[src/rtl/wb_stream_dma.sv]
// rtl/wb_stream_dma.sv - Wishbone initiator moving stream samples through a memory-mapped bridge
//
// Each sample X[n] taken from the input stream is written to pX_ADDR, the
// result Y[n] is read back from pY_ADDR and offered on the output stream.
// Every output is a register.
//
// Ports:
//   clk, rst            clock; synchronous active-high reset
//   start, len          one-cycle job start; sample count captured at start
//   busy                job in progress
//   done                one-cycle completion pulse
//   error               sticky bus timeout flag, cleared by the next accepted start
//   s_tvalid/s_tready/s_tdata            input sample stream X[n]
//   m_tvalid/m_tready/m_tdata/m_tlast    output sample stream Y[n]
//   wbm_cyc_o .. wbm_ack_i               Wishbone master port
module wb_stream_dma #(
   parameter int unsigned pDATA_WIDTH = 32,
   parameter int unsigned pLEN_WIDTH  = 10,
   parameter int unsigned pTIMEOUT    = 255,
   parameter logic [31:0] pX_ADDR     = 32'h30000080,
   parameter logic [31:0] pY_ADDR     = 32'h30000084
) (
   input  logic                   clk,
   input  logic                   rst,
   input  logic                   start,
   input  logic [pLEN_WIDTH-1:0]  len,
   output logic                   busy,
   output logic                   done,
   output logic                   error,
   input  logic                   s_tvalid,
   output logic                   s_tready,
   input  logic [pDATA_WIDTH-1:0] s_tdata,
   output logic                   m_tvalid,
   input  logic                   m_tready,
   output logic [pDATA_WIDTH-1:0] m_tdata,
   output logic                   m_tlast,
   output logic                   wbm_cyc_o,
   output logic                   wbm_stb_o,
   output logic                   wbm_we_o,
   output logic [3:0]             wbm_sel_o,
   output logic [31:0]            wbm_adr_o,
   output logic [pDATA_WIDTH-1:0] wbm_dat_o,
   input  logic [pDATA_WIDTH-1:0] wbm_dat_i,
   input  logic                   wbm_ack_i
);

   localparam int unsigned WAIT_W = $clog2(pTIMEOUT + 1);

   typedef enum logic [3:0] {
      IDLE, GET_X, WR, GAP1, RD, GAP2, PUT_Y, DONE, ERR
   } state_t;

   state_t                  state_q, state_d;
   logic [pLEN_WIDTH-1:0]   cnt_q, cnt_d;
   logic [WAIT_W-1:0]       wait_q, wait_d, wait_inc;
   logic                    error_q, error_d;
   logic [pDATA_WIDTH-1:0]  x_q, x_d;
   logic [pDATA_WIDTH-1:0]  y_q, y_d;
   logic                    busy_q, done_q, s_tready_q, m_tvalid_q, m_tlast_q;
   logic                    cyc_q, stb_q, we_q;
   logic [3:0]              sel_q;
   logic [31:0]             adr_q;

   assign wait_inc = wait_q + 1'b1;

   always_comb begin
      state_d = state_q;
      cnt_d   = cnt_q;
      wait_d  = '0;
      error_d = error_q;
      x_d     = x_q;
      y_d     = y_q;
      case (state_q)
         IDLE: begin
            if (start) begin
               cnt_d   = len;
               error_d = 1'b0;
               state_d = (len == '0) ? DONE : GET_X;
            end
         end
         GET_X: begin
            if (s_tvalid && s_tready_q) begin
               x_d     = s_tdata;
               state_d = WR;
            end
         end
         WR: begin
            if (wbm_ack_i) begin
               state_d = GAP1;
            end else if (wait_inc == WAIT_W'(pTIMEOUT)) begin
               // pTIMEOUT cycles without ack: abandon the access.
               error_d = 1'b1;
               state_d = ERR;
            end else begin
               wait_d = wait_inc;
            end
         end
         GAP1: state_d = RD;
         RD: begin
            if (wbm_ack_i) begin
               y_d     = wbm_dat_i;
               state_d = GAP2;
            end else if (wait_inc == WAIT_W'(pTIMEOUT)) begin
               error_d = 1'b1;
               state_d = ERR;
            end else begin
               wait_d = wait_inc;
            end
         end
         GAP2: state_d = PUT_Y;
         PUT_Y: begin
            if (m_tvalid_q && m_tready) begin
               cnt_d   = cnt_q - 1'b1;
               state_d = (cnt_q == pLEN_WIDTH'(1)) ? DONE : GET_X;
            end
         end
         DONE:    state_d = IDLE;
         ERR:     state_d = IDLE;
         default: state_d = IDLE;
      endcase
   end

   // Outputs are registered from the next state so they line up with the
   // state they belong to.
   always_ff @(posedge clk) begin
      if (rst) begin
         state_q    <= IDLE;
         cnt_q      <= '0;
         wait_q     <= '0;
         error_q    <= 1'b0;
         x_q        <= '0;
         y_q        <= '0;
         busy_q     <= 1'b0;
         done_q     <= 1'b0;
         s_tready_q <= 1'b0;
         m_tvalid_q <= 1'b0;
         m_tlast_q  <= 1'b0;
         cyc_q      <= 1'b0;
         stb_q      <= 1'b0;
         we_q       <= 1'b0;
         sel_q      <= 4'h0;
         adr_q      <= 32'h0;
      end else begin
         state_q    <= state_d;
         cnt_q      <= cnt_d;
         wait_q     <= wait_d;
         error_q    <= error_d;
         x_q        <= x_d;
         y_q        <= y_d;
         busy_q     <= state_d inside {GET_X, WR, GAP1, RD, GAP2, PUT_Y};
         done_q     <= (state_d == DONE);
         s_tready_q <= (state_d == GET_X);
         m_tvalid_q <= (state_d == PUT_Y);
         m_tlast_q  <= (state_d == PUT_Y) && (cnt_d == pLEN_WIDTH'(1));
         cyc_q      <= (state_d == WR) || (state_d == RD);
         stb_q      <= (state_d == WR) || (state_d == RD);
         we_q       <= (state_d == WR);
         sel_q      <= ((state_d == WR) || (state_d == RD)) ? 4'hF : 4'h0;
         adr_q      <= (state_d == WR) ? pX_ADDR :
                       (state_d == RD) ? pY_ADDR : 32'h0;
      end
   end

   assign busy      = busy_q;
   assign done      = done_q;
   assign error     = error_q;
   assign s_tready  = s_tready_q;
   assign m_tvalid  = m_tvalid_q;
   assign m_tdata   = y_q;
   assign m_tlast   = m_tlast_q;
   assign wbm_cyc_o = cyc_q;
   assign wbm_stb_o = stb_q;
   assign wbm_we_o  = we_q;
   assign wbm_sel_o = sel_q;
   assign wbm_adr_o = adr_q;
   assign wbm_dat_o = x_q;

endmodule

[config.mk]
export PLATFORM = sky130hd
export DESIGN_NAME = wb_stream_dma
export DESIGN_NICKNAME = d
export VERILOG_FILES = /design/src/rtl/wb_stream_dma.sv
export SDC_FILE = /design/constraint.sdc
export NUM_CORES = 1
export LEC_CHECK = 0
export ABC_CLOCK_PERIOD_IN_PS = 4170
export BUFFER_PORTS_ARGS = -buffer_cell sky130_fd_sc_hd__buf_2
export CORE_MARGIN = 1.5
export CORE_UTILIZATION = 51
export CTS_BUF_LIST = sky130_fd_sc_hd__clkbuf_8 sky130_fd_sc_hd__clkbuf_16
export DETAILED_ROUTE_END_ITERATION = 12
export GPL_TIMING_DRIVEN = 0
export HOLD_SLACK_MARGIN = 0.05
export PLACE_DENSITY = 0.86
export SLEW_MARGIN = 10
export SYNTH_ARGS = -nofsm -noshare
export SYNTH_HDL_FRONTEND = slang
export SYNTH_SLANG_ARGS = --single-unit
[constraint.sdc]
create_clock -name clk -period 4.17 [get_ports clk]
set_input_delay 0.834 -clock clk [delete_from_list [all_inputs] [get_ports clk]]
set_output_delay 0.834 -clock clk [all_outputs]
set_load 0.1 [all_outputs]
==> results of run 1 <==
-- power groups by stage --
stage / registers, W / logic (W) / clock network [W]
after global placement: 0.00103 / 0.000999 / 0
after floorplan: 0.00132 / 0.000546 / 0
after CTS: 0.00102 / 0.00101 / 0.000607
final: 0.00102 / 0.00102 / 0.000593
after detailed placement: 0.00104 / 0.00101 / 0
after global routing: 0.00102 / 0.00108 / 0.000644
-- worst paths after layout --
check             cells after the start  slack (ps)           to
setup / recovery                      8        1590      m_tlast
hold reg to reg                       2         460  m_tdata[24]
hold / removal                        2         460  m_tdata[24]
setup reg to reg                      8        1590      m_tlast
-- kinds of logic (layout without fill, tap and decap cells) --
| group | count (synthesis) | after routing | share of synthesized area (%) |
|---|---|---|---|
| compound gates | 100 | 100 | 14.10 |
| buf+inv | 71 | 247 | 9.976 |
| other cells | 1 | 28 | 0.08952 |
| mux | 1 | 1 | 0.2688 |
| fa+ha+maj | 4 | 4 | 1.195 |
| simple gates | 239 | 239 | 27.30 |
| xor+xnor | 8 | 8 | 1.673 |
| flops | 95 | 95 | 45.40 |
-- sequential cells by signal (all words and copies together) (netlist names) --
name and flops:
busy 1, cnt_q 10, done 1, error 1, m_tdata 32, m_tlast 1, m_tvalid 1, s_tready 1
state_q 4, wait_q 8, wbm_adr_o 1, wbm_dat_o 32, wbm_sel_o 1, wbm_we_o 1
-- critical path: cells and delay by family, from the launching register on --
family / cells / cell delay, ps
flip-flops: 1 / 360
buffers and inverters: 1 / 80
AO/OA/AOI/OAI: 1 / 320
AND/OR/NAND/NOR: 5 / 1510
adder cells (fa/ha/maj): 1 / 230
-- through the flow --
| step | hold slack (ps) | instances | setup WS, ps | instance area (um^2) |
|---|---|---|---|---|
| 3_5_place_dp | 444.6 | 808 | 1425 | 5219 |
| 3_3_place_gp | 439.3 | 808 | 1468 | 5219 |
| 5_1_grt | 479.5 | 824 | 1467 | 5414 |
| 4_1_cts | 461.1 | 824 | 1629 | 5414 |
| 6_report | 458.9 | 824 | 1590 | 5414 |
| 2_1_floorplan | 436.9 | 546 | 1600 | 4290 |
-- area by class of cell --
class	count	area [um^2]	area share (%)
clock inverters	6	57.56	1.063
plain buffers	64	391.6	7.234
flip-flops and latches	95	1902	35.13
clock buffers	10	137.6	2.542
well taps	102	127.6	2.357
inverters	7	26.28	0.4853
repair buffers	160	800.8	14.79
multi-input cells	380	1971	36.40
-- placed cells by master, fill, tap and decap left out, types with 3 or more instances in the layout --
cell        n
xor2_1      5
dfxtp_1    95
a31oi_1     6
buf_2     164
nor4b_1     3
clkbuf_1   22
a221oi_1    3
inv_6       3
nor3_1      9
conb_1     28
nor2b_1    11
nor4_2      3
clkbuf_8   10
a21oi_1    67
nand4_1     6
nand3_1     7
nand2_1   141
buf_4      37
xnor2_1     3
inv_1       7
nor2_1     25
or4_1       5
and2_1      5
ha_1        4
nor4_1      4
o21ai_0     3
and3_1      4
-- per-layer routing --
metal  GRT usage, %  up-vias  part of all wire [%]
li1               -     2095                     -
met1          30.72     1914                    42
met2          43.30      201                    49
met3          4.553       25                   6.8
met4          10.57        0                   2.3
met5              0        -                     0
==> metrics.md, run 1 <==
| Metric | Value |
|---|---|
| CTS tree | yes |
| Num rows | 32 |
| Synth cell types | 55 |
| Pleak | 2.458 nW |
| All-Layer GR Usage | 25.15% |
| Peak VDD IR | 0.0002171 V |
| Async SR Flop Fraction | 0% |
| Power Density | 485.4 nW/um^2 |
| Root Buffer | clkbuf_8 |
| WL final | 11050 um |
| Die area | 8767 um^2 |
| Pin count of the biggest net entering global routing | 19 |
| Drt wl/cell | 13.41 um |
| Sequential area share after synthesis | 45.40% |
| Post-synth top area share | 45.40% |
| Gpl congestion | 0.9283 |
| Avg Cell Area, Syn | 8.071 um^2 |
| Critical path fanouts, max | 5 |
| R2R Path Start | cnt_q[0] |
| First-pass GRT wire length | 17670 um |
| Min-Delay Startpoint | m_tdata[24] |
| # nets final | 801 |
| TNS Setup | 0 ps |
| Post-Syn Area | 4189 um^2 |
| DR vias/cell | 5.140 |
| # fillers | 660 |
| Power Total | 0.002628 W |
| Final worst path period need | 2580 ps |
| I/O Buffers | 160 |
| Commonest cells post-synth | nand2_1, dfxtp_1, a21oi_1 |
| Setup crit end kind | flop |
| Crit path kind | flop to flop |
| Worst Hold Class | flop to flop |
| Resize count post-CTS | 0 |
| Number of synthesized flops with an enable pin | 0 |
| Synth area leader | dfxtp_1 |
| Most common cell in the netlist | nand2_1 |
| First-pass DRT Iterations | 5 |
| RSZ-0062 raised after global routing | no |
| Synth Warn # | 0 |
| Area contributors post-synth | dfxtp_1, nand2_1, a21oi_1, buf_4, nor2_1 |
| Net Switching | 0.001177 W |
| Post-CTS Setup Inserts | 0 |
| Pint | 0.001451 W |
| Core area | 7848 um^2 |
| CP max stage delay | 390 ps |
| Status | finished, final reports clean |
| Worst Setup Start Kind | flop |
| Area growth syn-to-layout | 29.24% |
| Fin crit share | 61.88% |
| Hold Buf Count CTS | 0 |
| Max-Cap Viols | 0 |
| Crit path from | cnt_q[0] |
| Worst-Margin Slew | 640.6 ps |
| Clock buffer count from CTS | 9 |
| Io pins | 189 |
| Clock Latency Late Sink | 360 ps |
| Combinational fraction of design power | 38.8% |
| Clock transition at path regs | 100 ps |
| Die H | 93.63 um |
| Initial antenna violation count | 0 |
| Syn Inst Count | 519 |
| F_max | 387.5 MHz |
| Worst EP arrival | 2850 ps |
| 1st-iter DRT viols | 241 |
| # clock sinks | 95 |
| Vias after detailed routing | 4235 |
| Final hold violation count | 0 |
| Detail Route Antenna Nets | 0 |
| Sequential power share | 38.6% |
| Clock skew | 15.12 ps |
| Initial Util | 53.38% |
| Grt ovf | 0 |
| Vias in the first global route | 3865 |
| Setup violators final | 0 |
| Register bit total from synthesis | 95 |
| Normalized max-slew margin | 57.13% |
| Post-route DRC | 0 |
| Synth Flop Type | dfxtp_1 |
| Crit path cell chain | inv_1, ha_1, or3b_1, or3_1, a221o_1, nor4_1, nand4_1, nor4_2 |
| Crit path required time | 4440 ps |
| Clock share of power | 22.6% |
| H-tree Lvls | 3 |
| Final Util | 68.99% |
| Die width | 93.63 um |
| Ant diodes | 0 |
| Slowest-stage cell, CP | nor4_1 |
| Clock Tree Buf Depth | 2 |
| Switching Share | 44.78% |
| Share of cells above drive strength 1 | 31.30% |
| Max Slew Vio Count | 0 |
| DP Wirelength | 8507 um |
No activity file was read; power rests on OpenSTA's default activity.
==> run 2, diff against run 1 <==
Settings changed: ABC_CLOCK_PERIOD_IN_PS 4170 to 2530, CORE_UTILIZATION 51 to 47, PLACE_DENSITY 0.86 to 0.8.
Clock period 4.17 ns to 2.53 ns, I/O delays scaled along.
==> run 2 against run 1 <==
Against the previous run: combinational power rose by 67%; worst hold slack got worse by 83 ps; critical path type unchanged; core utilization fell by 6.5 points; clock skew fell by 2.7 ps; first-iteration DRC count increased by 7.5%; flip-flop and latch count unchanged; total power increased by 63%; critical path depth down 1; sequential share of layout area barely moved; setup slack lost 1500 ps.
==> metrics.md, run 2 (synthesized netlist as in run 1, its figures left out) <==
| Metric | Value |
|---|---|
| Max Slew Vio Count | 0 (unchanged) |
| 1st-iter DRT viols | 259 (was 241) |
| Crit path kind | flop to flop (unchanged) |
| Die width | 97.41 um (was 93.63 um) |
| Crit path required time | 2770 ps (was 4440 ps) |
| Hold Buf Count CTS | 0 (unchanged) |
| Die area | 9488 um^2 (was 8767 um^2) |
| Gpl congestion | 0.9303 (was 0.9283) |
| TNS Setup | 0 ps (unchanged) |
| Pin count of the biggest net entering global routing | 18 (was 19) |
| Metal-1 WL | 4729 um (was 4612 um) |
| # clock sinks | 95 (unchanged) |
| Vias after detailed routing | 4164 (was 4235) |
| Final worst path period need | 2402 ps (was 2580 ps) |
| Setup crit end kind | flop (unchanged) |
| Commonest non-fill, non-tap cell in the layout | buf_2 (unchanged) |
| Share of cells above drive strength 1 | 31.58% (was 31.30%) |
| DR vias/cell | 5.017 (was 5.140) |
| Vias in the first global route | 3779 (was 3865) |
| Max-Cap Viols | 0 (unchanged) |
| Clock transition at path regs | 100 ps (about the same) |
| Peak VDD IR | 0.0005372 V (was 0.0002171 V) |
| Clock skew | 12.38 ps (was 15.12 ps) |
| Core area | 8678 um^2 (was 7848 um^2) |
| Fin cells | 830 (was 824) |
| CTS tree | yes (unchanged) |
| Pleak | 2.449 nW (was 2.458 nW) |
| Root Buffer | clkbuf_8 (unchanged) |
| Clock Tree Buf Depth | 2 (unchanged) |
| Initial Util | 48.27% (was 53.38%) |
| H-tree Lvls | 3 (unchanged) |
| Clock Latency Late Sink | 350 ps (was 360 ps) |
| First-pass GRT wire length | 17510 um (was 17670 um) |
| Final worst slack | 127.9 ps (was 1590 ps) |
| I/O Buffers | 160 (unchanged) |
| First-pass DRT Iterations | 5 (unchanged) |
| Die H | 97.41 um (was 93.63 um) |
| WL final | 10740 um (was 11050 um) |
| Drt wl/cell | 12.93 um (was 13.41 um) |
| Ant diodes | 0 (unchanged) |
| Power Density | 789.5 nW/um^2 (was 485.4 nW/um^2) |
| Post-CTS Setup Inserts | 0 (unchanged) |
| Final hold violation count | 0 (unchanged) |
| Grt ovf | 0 (unchanged) |
| Commonest cells after routing, fill and taps aside | buf_2, nand2_1, dfxtp_1 (unchanged) |
| Resize count post-CTS | 0 (unchanged) |
| # nets final | 801 (unchanged) |
| All-Layer GR Usage | 22.18% (was 25.15%) |
| Worst-Margin Slew | 553.6 ps (was 640.6 ps) |
| Post-route DRC | 0 (unchanged) |
| Worst EP arrival | 2640 ps (was 2850 ps) |
| Met3 wire length | 697 um (was 754 um) |
| Num rows | 34 (was 32) |
| F_max | 416.3 MHz (was 387.5 MHz) |
| DP Wirelength | 8150 um (was 8507 um) |
| Io pins | 189 (unchanged) |
| Setup violators final | 0 (unchanged) |
| Clock buffer count from CTS | 9 (unchanged) |
| Critical path fanouts, max | 8 (was 5) |
| Dpl cells | 814 (was 808) |
| Fin crit share | 94.95% (was 61.88%) |
| Area growth syn-to-layout | 29.48% (was 29.24%) |
| Worst Setup Start Kind | flop (unchanged) |
| Detail Route Antenna Nets | 0 (unchanged) |
| RSZ-0062 raised after global routing | no (unchanged) |
| Post-Place Setup Slack | 47.55 ps (was 1425 ps) |
| Initial antenna violation count | 0 (unchanged) |
| Power Total | 0.004282 W (was 0.002628 W) |
| Worst Hold Class | input pin to flop (was flop to flop) |
| # fillers | 811 (was 660) |
| Met2 WL post-DR | 5055 um (was 5429 um) |
| Max layer used | met4 (unchanged) |
| Normalized max-slew margin | 62.95% (was 57.13%) |
| Status | finished, final reports clean (unchanged) |
## run 2: cell type report
class / count / area [um^2] / area share, %
Multi-Input combinational cell: 380 / 1986 / 36.61
Tap cell: 108 / 135.1 / 2.491
Clock buffer: 9 / 123.9 / 2.284
Sequential cell: 95 / 1903 / 35.09
Clock inverter: 7 / 57.56 / 1.061
Timing Repair Buffer: 160 / 800.8 / 14.76
Inverter: 7 / 26.28 / 0.4844
Buffer: 64 / 391.6 / 7.220
## run 2: per-layer routing
| metal | track usage, % | up-vias |
|---|---|---|
| li1 | - | 2095 |
| met1 | 28.36 | 1865 |
| met2 | 37.07 | 182 |
| met3 | 3.597 | 22 |
| met4 | 9.451 | 0 |
| met5 | 0 | - |
## run 2: worst paths after layout
check	startpoint	endpoint	slack (ps)	cells after the start
worst min-delay path	s_tdata[24]	wbm_dat_o[24]	380	3
worst max register to register	wait_q[0]	wbm_sel_o[2]	130	7
worst min register to register	m_tdata[7]	m_tdata[7]	460	2
worst max-delay path	wait_q[0]	wbm_sel_o[2]	130	7
## run 2: worst max-delay path, stage by stage (launching register included)
cell	delay, ps
dfxtp_1	390
ha_1	330
nand3b_1	110
o22a_1	180
o22ai_1	300
a31oi_1	190
nor3b_4	400
mux2_2	380
## run 2: power by group
part | switching (W) | internal [W]
Clock | 0.000546 | 0.000371
Combinational | 0.00131 | 0.000388
Sequential | 0.0000719 | 0.00160
## run 2: per-stage QoR
step | utilization [%] | hold WS (ps) | instance area, um^2
2_1_floorplan | - | 436.9 | 4292
3_3_place_gp | 60.24 | 439.9 | 5228
3_5_place_dp | 60.24 | 445.6 | 5228
4_1_cts | 62.33 | 364.5 | 5409
5_1_grt | 62.50 | 368.4 | 5424
6_report | 62.50 | 375.8 | 5424
==> run 3, diff against run 2 <==
Settings changed: CORE_MARGIN 1.5 to default.
==> run 3 against run 2 <==
Against the previous run: clock skew is 5.2 ps higher; core utilization is 0.58 points higher; global-route usage hardly changed; final area is 0.92% higher; fmax is 0.95% higher; final cell count stayed put; sequential share of layout area is 0.32 points lower; sequential power hardly changed; register-to-register slack better by 20 ps; critical path type unchanged; largest cell class unchanged; largest power group unchanged; highest routed layer unchanged.
==> metrics.md, run 3 (synthesized netlist as in run 1, its figures left out) <==
| Metric | Value |
|---|---|
| Status | finished, final reports clean (unchanged) |
| Post-CTS Setup Inserts | 0 (unchanged) |
| Drt wl/cell | 12.89 um (was 12.93 um) |
| Die width | 96.41 um (was 97.41 um) |
| Hold slack | 373.6 ps (was 375.8 ps) |
| Pleak | 2.478 nW (was 2.449 nW) |
| H-tree Lvls | 3 (unchanged) |
| Worst EP arrival | 2650 ps (was 2640 ps) |
| Peak VDD IR | 0.0004406 V (was 0.0005372 V) |
| Detail Route Antenna Nets | 0 (unchanged) |
| Die H | 96.41 um (was 97.41 um) |
| Metal-1 WL | 4571 um (was 4729 um) |
| DP Wirelength | 8175 um (was 8150 um) |
| First-pass GRT wire length | 16270 um (was 17510 um) |
| Setup violators final | 0 (unchanged) |
| Setup crit end kind | flop (unchanged) |
| F_max | 420.3 MHz (was 416.3 MHz) |
| Core area | 8678 um^2 (unchanged) |
| Fin cells | 830 (unchanged) |
| Worst Setup Start Kind | flop (unchanged) |
| Met3 wire length | 698 um (was 697 um) |
| # clock sinks | 95 (unchanged) |
| Clock Latency Late Sink | 350 ps (about the same) |
| Final hold violation count | 0 (unchanged) |
| Ant diodes | 0 (unchanged) |
| Area growth syn-to-layout | 30.68% (was 29.48%) |
| Worst-Margin Slew | 669.1 ps (was 553.6 ps) |
| Fin crit share | 94.05% (was 94.95%) |
| Commonest cells after routing, fill and taps aside | buf_2, nand2_1, dfxtp_1 (unchanged) |
| R2r setup slk | 150 ps (was 130 ps) |
| Initial Util | 48.27% (unchanged) |
| Gpl congestion | 0.8722 (was 0.9303) |
| Met2 WL post-DR | 5176 um (was 5055 um) |
| DR vias/cell | 5.004 (was 5.017) |
| Worst Hold Class | input pin to flop (unchanged) |
| Clock transition at path regs | 100 ps (about the same) |
| Critical path fanouts, max | 5 (was 8) |
| # nets final | 801 (unchanged) |
| Share of cells above drive strength 1 | 31.86% (was 31.58%) |
| Grt ovf | 0 (unchanged) |
| Power Density | 820.0 nW/um^2 (was 789.5 nW/um^2) |
| Dpl cells | 814 (unchanged) |
| 1st-iter DRT viols | 222 (was 259) |
| I/O Buffers | 160 (unchanged) |
| Die area | 9294 um^2 (was 9488 um^2) |
| Clock Tree Buf Depth | 2 (unchanged) |
| Commonest non-fill, non-tap cell in the layout | buf_2 (unchanged) |
| Max-Cap Viols | 0 (unchanged) |
| Max Slew Vio Count | 0 (unchanged) |
| CTS tree | yes (unchanged) |
| First-pass DRT Iterations | 4 (was 5) |
| Pin count of the biggest net entering global routing | 17 (was 18) |
| Clock buffer count from CTS | 9 (unchanged) |
| Normalized max-slew margin | 55.39% (was 62.95%) |
| Io pins | 189 (unchanged) |
| Post-Place Setup Slack | 26.01 ps (was 47.55 ps) |
| Crit path required time | 2800 ps (was 2770 ps) |
| Final worst path period need | 2380 ps (was 2402 ps) |
| Vias in the first global route | 3684 (was 3779) |
| Vias after detailed routing | 4153 (was 4164) |
| All-Layer GR Usage | 22.20% (was 22.18%) |
| Crit path kind | flop to flop (unchanged) |
| Root Buffer | clkbuf_8 (unchanged) |
| Post-route DRC | 0 (unchanged) |
| Final worst slack | 150.5 ps (was 127.9 ps) |
| WL final | 10700 um (was 10740 um) |
| Num rows | 34 (unchanged) |
| Max layer used | met4 (unchanged) |
| Initial antenna violation count | 0 (unchanged) |
| Clock skew | 17.61 ps (was 12.38 ps) |
-- run 3: power breakdown --
part	internal [W]	switching (W)
logic	0.000389	0.00131
clock network	0.000591	0.000531
registers	0.00160	0.0000736
-- run 3: final timing paths --
check / startpoint / endpoint / depth (start not counted)
max: cnt_q[0] / m_tlast / 8
min: s_tdata[16] / wbm_dat_o[16] / 3
max reg2reg: cnt_q[0] / m_tlast / 8
min reg2reg: wbm_dat_o[5] / wbm_dat_o[5] / 2
-- run 3: per-stage QoR --
stage / cell area (um^2) / utilization (%) / TNS, ps / power (W)
3_5_place_dp: 5228 / 60.24 / 0 / 0.003374
2_1_floorplan: 4292 / - / 0 / 0.003080
6_report: 5474 / 63.08 / 0 / 0.004489
3_3_place_gp: 5228 / 60.24 / 0 / 0.003346
4_1_cts: 5456 / 62.87 / 0 / 0.004488
5_1_grt: 5474 / 63.08 / -4.911 / 0.004695
-- run 3: per-layer routing --
metal	vias to the layer above	GRT usage (%)
met2	155	38.83
met5	-	0
met3	24	5.243
met4	0	7.721
met1	1880	26.63
li1	2094	-
-- run 3: what timing repair did --
item	CTS	global route
gates resized for setup	0	4
setup endpoints to repair	0	2
hold buffers	0	0
-- run 3: layout make-up --
type | instances | area [um^2]
Buffer | 64 | 391.6
Sequential cell | 95 | 1903
Clock buffer | 10 | 137.6
Clock inverter | 6 | 91.34
Timing Repair Buffer | 160 | 800.8
Multi-Input combinational cell | 380 | 1988
Fill cell | 768 | 3204
Inverter | 7 | 26.28
Tap cell | 108 | 135.1
-- run 3: critical path, cell delays in order, from the launching register on --
cell and delay, ps:
dfxtp_1 350, inv_1 70, ha_2 210, or3b_1 370, or3_1 320, a221o_1 340
nor4_2 270, nand4_1 150, nor4_2 240
